File: config.mk
export PLATFORM = sky130hd
export DESIGN_NAME = pc_sequencer
export DESIGN_NICKNAME = d
export VERILOG_FILES = /design/src/rtl/pc_sequencer.sv
export SDC_FILE = /design/constraint.sdc
export NUM_CORES = 1
export LEC_CHECK = 0
export BUFFER_PORTS_ARGS = -buffer_cell sky130_fd_sc_hd__buf_2
export CAP_MARGIN = 20
export CELL_PAD_IN_SITES_DETAIL_PLACEMENT = 0
export CELL_PAD_IN_SITES_GLOBAL_PLACEMENT = 1
export CORE_UTILIZATION = 39
export DETAILED_ROUTE_END_ITERATION = 6
export GPL_TIMING_DRIVEN = 0
export PLACE_DENSITY_LB_ADDON = 0.1
export SLEW_MARGIN = 20
export SYNTH_ARGS = -nofsm -noshare
export SYNTH_HDL_FRONTEND = slang
export SYNTH_SLANG_ARGS = --single-unit
File: constraint.sdc
create_clock -name clk_i -period 2.5 [get_ports clk_i]
set_input_delay 0.125 -clock clk_i [delete_from_list [all_inputs] [get_ports clk_i]]
set_output_delay 0.125 -clock clk_i [all_outputs]
set_load 0.01 [all_outputs]
File: src/rtl/pc_sequencer.sv
// pc_sequencer: owns the architectural PC, issues one fetch at a time and
// advances or redirects the PC when the in-flight instruction retires.
module pc_sequencer #(
   parameter int unsigned             ADDR_WIDTH     = 32,
   parameter logic [ADDR_WIDTH-1:0]   RESET_PC       = '0,
   parameter int unsigned             INSTR_BYTES    = 4,
   parameter int unsigned             TIMEOUT_CYCLES = 64,
   parameter int unsigned             CNT_WIDTH      = 16
) (
   input  logic                  clk_i,
   input  logic                  rst_ni,
   input  logic                  en_i,
   input  logic                  stall_i,
   input  logic                  retire_i,
   input  logic                  alu_branch_taken_i,
   input  logic                  is_jump_i,
   input  logic [ADDR_WIDTH-1:0] target_i,
   input  logic                  halt_i,
   output logic                  valid_o,
   output logic [ADDR_WIDTH-1:0] pc_o,
   output logic                  busy_o,
   output logic                  halted_o,
   output logic                  misaligned_o,
   output logic                  timeout_o,
   output logic [CNT_WIDTH-1:0]  instr_count_o
);

   localparam int unsigned WAIT_W = $clog2(TIMEOUT_CYCLES);
   localparam logic [ADDR_WIDTH-1:0] ALIGN_MASK = ADDR_WIDTH'(INSTR_BYTES - 1);
   localparam logic [ADDR_WIDTH-1:0] PC_STEP    = ADDR_WIDTH'(INSTR_BYTES);
   localparam logic [WAIT_W-1:0]     WAIT_LAST  = WAIT_W'(TIMEOUT_CYCLES - 1);

   typedef enum logic [1:0] {
      ST_IDLE  = 2'd0,
      ST_FETCH = 2'd1,
      ST_WAIT  = 2'd2,
      ST_HALT  = 2'd3
   } state_e;

   state_e                state_q, state_d;
   logic [ADDR_WIDTH-1:0] pc_q, pc_d;
   logic [CNT_WIDTH-1:0]  count_q, count_d;
   logic [WAIT_W-1:0]     wait_q, wait_d;
   logic                  mis_q, mis_d;
   logic                  to_q, to_d;

   logic                  redirect;
   logic                  target_misaligned;
   logic [ADDR_WIDTH-1:0] next_pc;

   // Resolve the PC that follows the retiring instruction
   always_comb begin
      redirect          = alu_branch_taken_i | is_jump_i;
      target_misaligned = redirect && ((target_i & ALIGN_MASK) != '0);
      next_pc           = redirect ? target_i : (pc_q + PC_STEP);
   end

   // Next-state logic for the sequencing FSM and its registers
   always_comb begin
      state_d = state_q;
      pc_d    = pc_q;
      count_d = count_q;
      wait_d  = wait_q;
      mis_d   = mis_q;
      to_d    = to_q;

      unique case (state_q)
         ST_IDLE: begin
            if (en_i && !stall_i) begin
               state_d = ST_FETCH;
            end
         end

         ST_FETCH: begin
            if (!stall_i) begin
               state_d = ST_WAIT;
               wait_d  = '0;
            end
         end

         ST_WAIT: begin
            if (retire_i) begin
               if (count_q != '1) begin
                  count_d = count_q + CNT_WIDTH'(1);
               end
               if (halt_i) begin
                  state_d = ST_HALT;
                  pc_d    = next_pc;
               end else if (target_misaligned) begin
                  // PC stays on the faulting instruction
                  state_d = ST_HALT;
                  mis_d   = 1'b1;
               end else begin
                  pc_d    = next_pc;
                  state_d = en_i ? ST_FETCH : ST_IDLE;
               end
            end else if (wait_q == WAIT_LAST) begin
               state_d = ST_HALT;
               to_d    = 1'b1;
            end else begin
               wait_d = wait_q + WAIT_W'(1);
            end
         end

         ST_HALT: begin
            state_d = ST_HALT;
         end

         default: begin
            state_d = ST_IDLE;
         end
      endcase
   end

   // State and datapath registers
   always_ff @(posedge clk_i or negedge rst_ni) begin
      if (!rst_ni) begin
         state_q <= ST_IDLE;
         pc_q    <= RESET_PC;
         count_q <= '0;
         wait_q  <= '0;
         mis_q   <= 1'b0;
         to_q    <= 1'b0;
      end else begin
         state_q <= state_d;
         pc_q    <= pc_d;
         count_q <= count_d;
         wait_q  <= wait_d;
         mis_q   <= mis_d;
         to_q    <= to_d;
      end
   end

   // Outputs; only valid_o looks at an input (stall_i)
   always_comb begin
      valid_o       = (state_q == ST_FETCH) && !stall_i;
      pc_o          = pc_q;
      busy_o        = (state_q == ST_FETCH) || (state_q == ST_WAIT);
      halted_o      = (state_q == ST_HALT);
      misaligned_o  = mis_q;
      timeout_o     = to_q;
      instr_count_o = count_q;
   end

endmodule

==> results of run 1 <==
cell usage in the layout, fill, tap and decap left out, drive strengths merged, types with 11 or more instances in the layout:
cell and instances:
nand3 26, o21ai 24, nand2 40, nand4 21
clkbuf 25, a21oi 33, buf 100, dfrtp 58
o22ai 11, nor2 23
flip-flops by register name, summed over array words and instances (netlist names):
register	count
wait_q	6
timeout_o	1
misaligned_o	1
pc_o	32
state_q	2
instr_count_o	16
per-layer routing:
layer / track usage / part of all wire / vias up
met5: 0 / 0 / -
met4: 0.07071 / 0.012 / 0
met3: 0.04705 / 0.063 / 11
met2: 0.3440 / 0.44 / 103
met1: 0.3487 / 0.48 / 1603
li1: - / - / 1645
worst max-delay path by stage:
stage                from       end  slack (ns)  cells after the start
6_report       state_q[0]  pc_o[10]        0.25                      9
5_1_grt        state_q[0]  pc_o[10]        0.05                      9
4_1_cts        state_q[0]   pc_o[6]        0.04                      9
3_5_place_dp   state_q[0]  pc_o[26]       -0.02                      8
3_3_place_gp   state_q[0]   pc_o[7]       0.007                      8
2_1_floorplan  state_q[0]   pc_o[6]        0.64                      9
final cells by class:
| type | count | share of cell area |
|---|---|---|
| Timing Repair Buffer | 94 | 0.1172 |
| Buffer | 22 | 0.02374 |
| Clock inverter | 6 | 0.02462 |
| Multi-Input combinational cell | 292 | 0.4285 |
| Sequential cell | 58 | 0.3400 |
| Inverter | 6 | 0.005276 |
| Tap cell | 105 | 0.03077 |
| Clock buffer | 10 | 0.02989 |
cells in the mapped netlist, types with 6 or more instances:
master / instances / share of area
o21ai_0: 24 / 0.035
clkbuf_1: 13 / 0.014
xnor2_1: 6 / 0.015
nand2_1: 40 / 0.044
a21oi_1: 33 / 0.049
ha_1: 8 / 0.029
nand4_1: 20 / 0.037
nor3_1: 9 / 0.013
a2bb2oi_1: 10 / 0.026
and3_1: 9 / 0.017
nor2_1: 23 / 0.025
o22ai_1: 11 / 0.020
dfrtp_1: 58 / 0.43
inv_1: 6 / 0.0066
nand3_1: 25 / 0.037
repair_timing:
action | in CTS | in global routing
gates resized for setup | 1 | 4
endpoints found under the hold margin | 58 | 0
pin swaps | 0 | 0
setup endpoints to repair | 9 | 19
hold buffers | 1 | 0
cells by family (layout without fill, tap and decap cells):
family / after synthesis / count (layout) / synth area share
adders and majority gates: 8 / 8 / 0.02948
DFF: 58 / 58 / 0.4274
and+or+nand+nor: 154 / 154 / 0.2454
buffers and inverters: 28 / 138 / 0.03537
AOI/OAI and AO/OA: 112 / 112 / 0.2115
xor gates and xnor gates: 10 / 10 / 0.02579
muxes: 8 / 8 / 0.02505
through the flow:
step                      cells  setup TNS [ns]  hold slack (ns)  utilization  cell area, um2
final                       593               0          0.03369       0.5119            4269
after global placement      575               0           0.3679       0.4781            3988
after CTS                   593               0          0.02866       0.5110            4262
after global routing        593               0          0.02738       0.5119            4269
after floorplan             378               0          -0.1706            -            3396
after detailed placement    576        -0.02548         0.004159       0.4817            4018
critical path: stages, from the launching register on:
cell and delay, ns:
dfrtp_1 0.41, inv_1 0.13, ha_1 0.15, buf_2 0.16, and2_1 0.23, o21ai_0 0.19
buf_2 0.24, clkbuf_2 0.26, o21ai_0 0.22, o21ai_0 0.10
power by group:
part	switching, W	leakage [nW]	internal [W]
sequential	0.000461	0.718	0.00128
clock	0.000394	0.120	0.000658
combinational	0.000958	1.09	0.000732
==> impl_metrics.ini, run 1 <==
[global_routing]
grt_use_total = 0.2359
grt_pass1_vias = 3109
grt_overflow = 0
antenna_found_initial = 0
grt_max_degree = 46
grt_pass1_wl_mm = 16.24

[layout]
drive_gt1_frac = 0.2684
antennaDiodeCount = 0
nets = 531
synthToLayoutAreaGrowth_pct = 25.72
fill_cells = 847
multi_input_area_mm2 = 0.001829
ff_latch_area_mm2 = 0.001451

[yosys]
synth_nets = 426
ys_async_sr_fraction = 1.000
synthesis.area_mm2 = 0.003396
synth.avg_cell_area_um2 = 8.983
ys_seq_area_frac = 0.4274
synth_edf_count = 0
synth_seq_cells = 58
synthDistinctLibCells = 52
ys.flop_type = dfrtp_1
synthCells = 378
yosysWarnings = 0

[critical_path]
worstPathRequired_ns = 2.69
r2r_end = pc_o[10]
start_kind = flip-flop
cp_data_arrival_time_ns = 2.44
worstSetupPathType = flip-flop to flip-flop
path_max_fanout = 10
ff2ff_path_depth = 9
rrSetupSlack_ns = 0.25
timing.rr.start = state_q[0]
endpoint_kind = flip-flop

[timing]
fin_crit_ns = 2.248
worst_pin_slew_ns = 0.8233
maxSlewViolCount = 0
slew_headroom = 0.4461
min_period_over_period = 0.8990
finalSetupViolCount = 0
finalHoldViolCount = 0
setup_ws_ns = 0.2525
max_clock_freq_ghz = 0.4449
rsz0062_at_grt = false
fin_skew_ns = 0.006338

[drt]
first_pass_iters = 4
ant_nets = 0
drc = 0
drt_iter0_markers = 146
drt-total-wl_mm = 10.05
avgViaCountPerCell = 5.669
vias = 3362
wl_per_cell_um = 16.95

[clocking]
path_clk_slew_ns = 0.07
cts_sinks = 58
clkLatencyLatePin_ns = 0.33
htree_levels = 3
cts_setup_buffers = 0
cts.path.max_buffers = 2
cts_buffers = 9
cts_tree = yes
clockRootBuffer = clkbuf_8

[hold_path]
hold_path_end = pc_o[29]
holdPathStages = 3
holdCritPathClass = primary input to flip-flop
min-delay-start = target_i[29]

[floorplan]
die_w_um = 95.31
ioPinCount = 93
die_h_um = 95.31
die-area_mm2 = 0.009084
rows = 33
coreArea_mm2 = 0.008341
initial_core_util = 0.4071

[place]
gp_congestion = 0.8165
dp_hpwl_mm = 7.195
port_buffers = 92
dp_worst_setup_slack_ns = -0.01893

[power]
ir_drop_mv = 0.4276
p_total_w = 0.004486
power.density_mw_per_mm2 = 1051
p_leak_nw = 1.932

[job]
maxCapViolations = 0

[run_status]
status = complete, no violations
(Power assumes the default switching activity.)
==> run 2: changes to the inputs <==
- BUFFER_PORTS_ARGS: -buffer_cell sky130_fd_sc_hd__buf_2 -> -buffer_cell sky130_fd_sc_hd__buf_4
- CELL_PAD_IN_SITES_DETAIL_PLACEMENT: 0 -> default
- CELL_PAD_IN_SITES_GLOBAL_PLACEMENT: 1 -> default
- CORE_UTILIZATION: 39 -> 53
- CTS_CLUSTER_SIZE: default -> 10
- PLACE_DENSITY: default -> 0.81
- PLACE_DENSITY_LB_ADDON: 0.1 -> default
==> run 2 against run 1 <==
Setup slack worse by 0.092 ns. Via count up 5.5%. Maximum frequency down 3.9%. Critical path depth unchanged. Combinational power up 11%. First-iteration DRC count up 110%.
==> impl_metrics.ini, run 2 (synthesized netlist as in run 1, its figures left out) <==
[run_status]
status = complete, no violations

[critical_path]
r2r_end = pc_o[28]
ff2ff_path_depth = 9
rrSetupSlack_ns = 0.16
worstPathRequired_ns = 2.73
path_max_fanout = 10
crit_end = pc_o[28]
cp_data_arrival_time_ns = 2.57
timing.rr.start = state_q[0]
worstSetupStartpoint = state_q[0]
crit_chain = inv_1 > ha_1 > buf_2 > and2_1 > buf_2 > nand3_1 > nand2_1 > a31oi_1 > a311o_1
endpoint_kind = flip-flop
slowest_delay_ns = 0.41
worstSetupPathType = flip-flop to flip-flop
start_kind = flip-flop
critPathSlowestCell = dfrtp_1
cp_common_cell = buf_2

[drt]
ant_nets = 0
vias = 3547
first_pass_iters = 6
drt_iter0_markers = 301
drt-total-wl_mm = 9.639
wl_per_cell_um = 17.15
avgViaCountPerCell = 6.311
drc = 0

[clocking]
cts.path.max_buffers = 2
cts_buffers = 9
cts_setup_buffers = 0
cts_tree = yes
clockRootBuffer = clkbuf_8
clkLatencyLatePin_ns = 0.35
path_clk_slew_ns = 0.07
htree_levels = 3
cts_sinks = 58

[hold_path]
holdPathStages = 3
holdCritPathClass = primary input to flip-flop

[timing]
finalHoldViolCount = 0
max_clock_freq_ghz = 0.4274
slew_headroom = 0.4505
worst_pin_slew_ns = 0.8167
rsz0062_at_grt = false
maxSlewViolCount = 0
min_period_over_period = 0.9358
fin_crit_ns = 2.340
fin_tns_setup_ns = 0
fin_skew_ns = 0.009084
finalSetupViolCount = 0

[floorplan]
die-area_mm2 = 0.006731
initial_core_util = 0.5603
rows = 28
ioPinCount = 93
die_w_um = 82.05
coreArea_mm2 = 0.006061
die_h_um = 82.05

[layout]
stdcell_count = 562
drive_gt1_frac = 0.2649
antennaDiodeCount = 0
synthToLayoutAreaGrowth_pct = 29.44
fill_cells = 484
mostFrequentLayoutCell = buf_4
nets = 530
final_cell_mix = 92 x buf_4, 58 x dfrtp_1, 40 x nand2_1, 33 x a21oi_1, 25 x nand3_1
largest_reg_flops = 32
postLayoutCellArea_mm2 = 0.004395

[global_routing]
grt_pass1_wl_mm = 15.10
grt_use_total = 0.2974
grt_overflow = 0
grt_max_degree = 59
antenna_found_initial = 0
grt_pass1_vias = 3137

[power]
power_switching_w = 0.001862
ir_drop_mv = 0.7780
clock_power_share = 0.198
combPwrFrac = 0.413
cellInternalPower_w = 0.002685
p_leak_nw = 1.963
power.density_mw_per_mm2 = 1035
p_seq_frac = 0.389
switching_share = 0.4095

[place]
dpl_cell_area_mm2 = 0.004180
gp_congestion = 0.8863
dp_hpwl_mm = 6.653
port_buffers = 92
numPlacedInstances = 545

[job]
maxCapViolations = 0
[run 2: worst min path at each step]
| stage | start | to | slack [ns] |
|---|---|---|---|
| after floorplan | rst_ni | instr_count_o[0] | -0.17 |
| after global placement | rst_ni | pc_o[3] | 0.24 |
| after detailed placement | rst_ni | pc_o[3] | 0.24 |
| after CTS | target_i[29] | pc_o[29] | 0.02 |
| after global routing | target_i[29] | pc_o[29] | 0.03 |
| final | target_i[29] | pc_o[29] | 0.02 |
[run 2: area by class of cell]
type / count / area [um2] / share of cell area
multi-input cells: 292 / 1824 / 0.4150
flip-flops and latches: 58 / 1451 / 0.3302
repair buffers: 93 / 700.7 / 0.1594
clock buffers: 10 / 137.6 / 0.03131
plain buffers: 22 / 100.1 / 0.02277
well taps: 75 / 93.84 / 0.02135
clock inverters: 6 / 65.06 / 0.01480
inverters: 6 / 22.52 / 0.005124
[run 2: critical path, delay by kind of cell, from the launching register on]
kind,cells,cell delay [ns]
AND/OR/NAND/NOR,3,0.76
buffers and inverters,3,0.57
flip-flops,1,0.41
AO/OA/AOI/OAI,2,0.32
adder cells (fa/ha/maj),1,0.16
[run 2: metal layers]
metal	vias up	part of all wire	track usage
li1	1639	-	-
met1	1686	0.43	0.4014
met2	202	0.46	0.4653
met3	20	0.099	0.06333
met4	0	0.017	0.1140
met5	-	0	0
[run 2: through the flow]
stage	hold WS, ns	worst slack (ns)	total power, W	util
floorplan	-0.1706	0.6367	0.002750	-
global placement	0.2383	0.1347	0.003570	0.6897
detailed placement	0.2424	0.1143	0.003630	0.6897
CTS	0.01992	0.07809	0.004530	0.7248
global route	0.03197	0.06644	0.004818	0.7252
finish	0.01613	0.1605	0.004548	0.7252
[run 2: repair_timing]
item / 4_1_cts / 5_1_grt
hold endpoints to repair: 58 / 0
gates resized for setup: 0 / 3
hold buffers: 1 / 0
setup endpoints to repair: 0 / 16
[run 2: power by group through the flow]
stage	Clock, W	Combinational [W]	Sequential (W)
2_1_floorplan	0	0.000938	0.00181
3_3_place_gp	0	0.00182	0.00175
3_5_place_dp	0	0.00186	0.00177
4_1_cts	0.000900	0.00187	0.00176
5_1_grt	0.000942	0.00205	0.00183
6_report	0.000899	0.00188	0.00177
==> run 3: changes to the inputs <==
- PLACE_DENSITY: 0.81 -> default
- PLACE_DENSITY_LB_ADDON: default -> 0.1
==> run 3 against run 2 <==
Via count fell by 2.0%. Clock power grew 11%. Worst hold slack better by 0.020 ns. Sequential power about the same. Critical path type unchanged. Combinational power about the same. Register-to-register slack got worse by 0.06 ns. Maximum frequency fell by 2.6%. Critical path depth fell by 1. Final area up 0.40%. Largest power group unchanged.
==> impl_metrics.ini, run 3 (synthesized netlist as in run 1, its figures left out) <==
[layout]
stdcell_count = 561
postLayoutCellArea_mm2 = 0.004413
nets = 529
drive_gt1_frac = 0.2634
antennaDiodeCount = 0
largest_reg_flops = 32
mostFrequentLayoutCell = buf_4
synthToLayoutAreaGrowth_pct = 29.96
final_cell_mix = 92 x buf_4, 58 x dfrtp_1, 40 x nand2_1, 33 x a21oi_1, 25 x nand3_1

[power]
p_total_w = 0.004651
p_leak_nw = 1.962
power.density_mw_per_mm2 = 1054
ir_drop_mv = 0.7025

[global_routing]
grt_overflow = 0
grt_use_total = 0.3011
antenna_found_initial = 0
grt_pass1_vias = 3156
grt_pass1_wl_mm = 15.19
grt_max_degree = 59

[clocking]
cts_buffers = 9
cts_sinks = 58
cts.path.max_buffers = 2
clockRootBuffer = clkbuf_8
path_clk_slew_ns = 0.07
cts_setup_buffers = 0
clkLatencyLatePin_ns = 0.34
cts_tree = yes
htree_levels = 3

[timing]
fin_tns_setup_ns = 0
fin_skew_ns = 0.01433
finalHoldViolCount = 0
max_clock_freq_ghz = 0.4162
maxSlewViolCount = 0
finalSetupViolCount = 0
min_period_over_period = 0.9610
slew_headroom = 0.4836
worst_pin_slew_ns = 0.7675
fin_crit_ns = 2.403
setup_ws_ns = 0.09747
rsz0062_at_grt = false

[critical_path]
ff2ff_path_depth = 8
slowest_delay_ns = 0.54
worstSetupPathType = flip-flop to flip-flop
path_max_fanout = 10
start_kind = flip-flop
worstPathRequired_ns = 2.70
critPathSlowestCell = clkbuf_1
endpoint_kind = flip-flop
crit_chain = inv_1 > ha_1 > buf_2 > nand2_1 > nor2_1 > clkbuf_1 > clkbuf_2 > a2bb2oi_1
cp_data_arrival_time_ns = 2.61

[floorplan]
ioPinCount = 93
rows = 28
die_w_um = 82.05
die-area_mm2 = 0.006731
initial_core_util = 0.5603
die_h_um = 82.05
coreArea_mm2 = 0.006061

[place]
dp_worst_setup_slack_ns = 0.06058
port_buffers = 92
dp_hpwl_mm = 6.721
numPlacedInstances = 545
dpl_cell_area_mm2 = 0.004180
gp_congestion = 0.8745

[drt]
drt_iter0_markers = 287
first_pass_iters = 5
wl_per_cell_um = 17.24
vias = 3476
drc = 0
drt-total-wl_mm = 9.673
avgViaCountPerCell = 6.196
ant_nets = 0

[job]
maxCapViolations = 0

[run_status]
status = complete, no violations

[hold_path]
holdCritPathClass = primary input to flip-flop
holdPathStages = 2
[run 3: report_power, final]
part           total (W)  internal (W)  switching, W
combinational    0.00188      0.000911      0.000969
clock            0.00100      0.000568      0.000432
sequential       0.00177       0.00128      0.000488
total            0.00465       0.00276       0.00189
[run 3: final cells by class]
class | count | area (um2)
Buffer | 21 | 95.09
Clock buffer | 9 | 123.9
Clock inverter | 7 | 101.3
Fill cell | 506 | 1648
Inverter | 6 | 22.52
Multi-Input combinational cell | 292 | 1824
Sequential cell | 58 | 1451
Tap cell | 75 | 93.84
Timing Repair Buffer | 93 | 700.7
[run 3: worst max-delay path, delay by kind of cell (launching register included)]
family          cells  cell delay (ns)
compound gates      1             0.11
simple gates        2             0.37
buf+inv             4             1.22
flops               1             0.42
fa+ha+maj           1             0.15
[run 3: path summary, 6_finish.rpt]
kind | from | endpoint | slack [ns]
min in group asynchronous | rst_ni | pc_o[23] | 0.39
max in group asynchronous | rst_ni | timeout_o | 1.59
worst min register to register | misaligned_o | misaligned_o | 0.48
worst max register to register | state_q[0] | pc_o[20] | 0.1
worst max-delay path | state_q[0] | pc_o[20] | 0.1
worst min-delay path | target_i[0] | pc_o[0] | 0.04
[run 3: repair_timing]
item,CTS,global route
endpoints found under the hold margin,58,0
gates resized for setup,0,2
endpoints found under the setup margin,0,16
hold buffers,1,0
[run 3: through the flow]
stage,hold WS [ns],utilization
after floorplan,-0.1706,-
after detailed placement,0.2413,0.6897
after CTS,0.02728,0.7285
after global placement,0.2396,0.6897
after global routing,0.03706,0.7281
final,0.03599,0.7281
[run 3: per-layer routing]
metal / share of wire / wire length (um) / vias to the layer above / GRT usage
li1: - / - / 1632 / -
met1: 0.44 / 4243 / 1651 / 0.4085
met2: 0.46 / 4471 / 178 / 0.4612
met3: 0.083 / 806 / 15 / 0.06778
met4: 0.016 / 150 / 0 / 0.1263
met5: 0 / 0 / - / 0
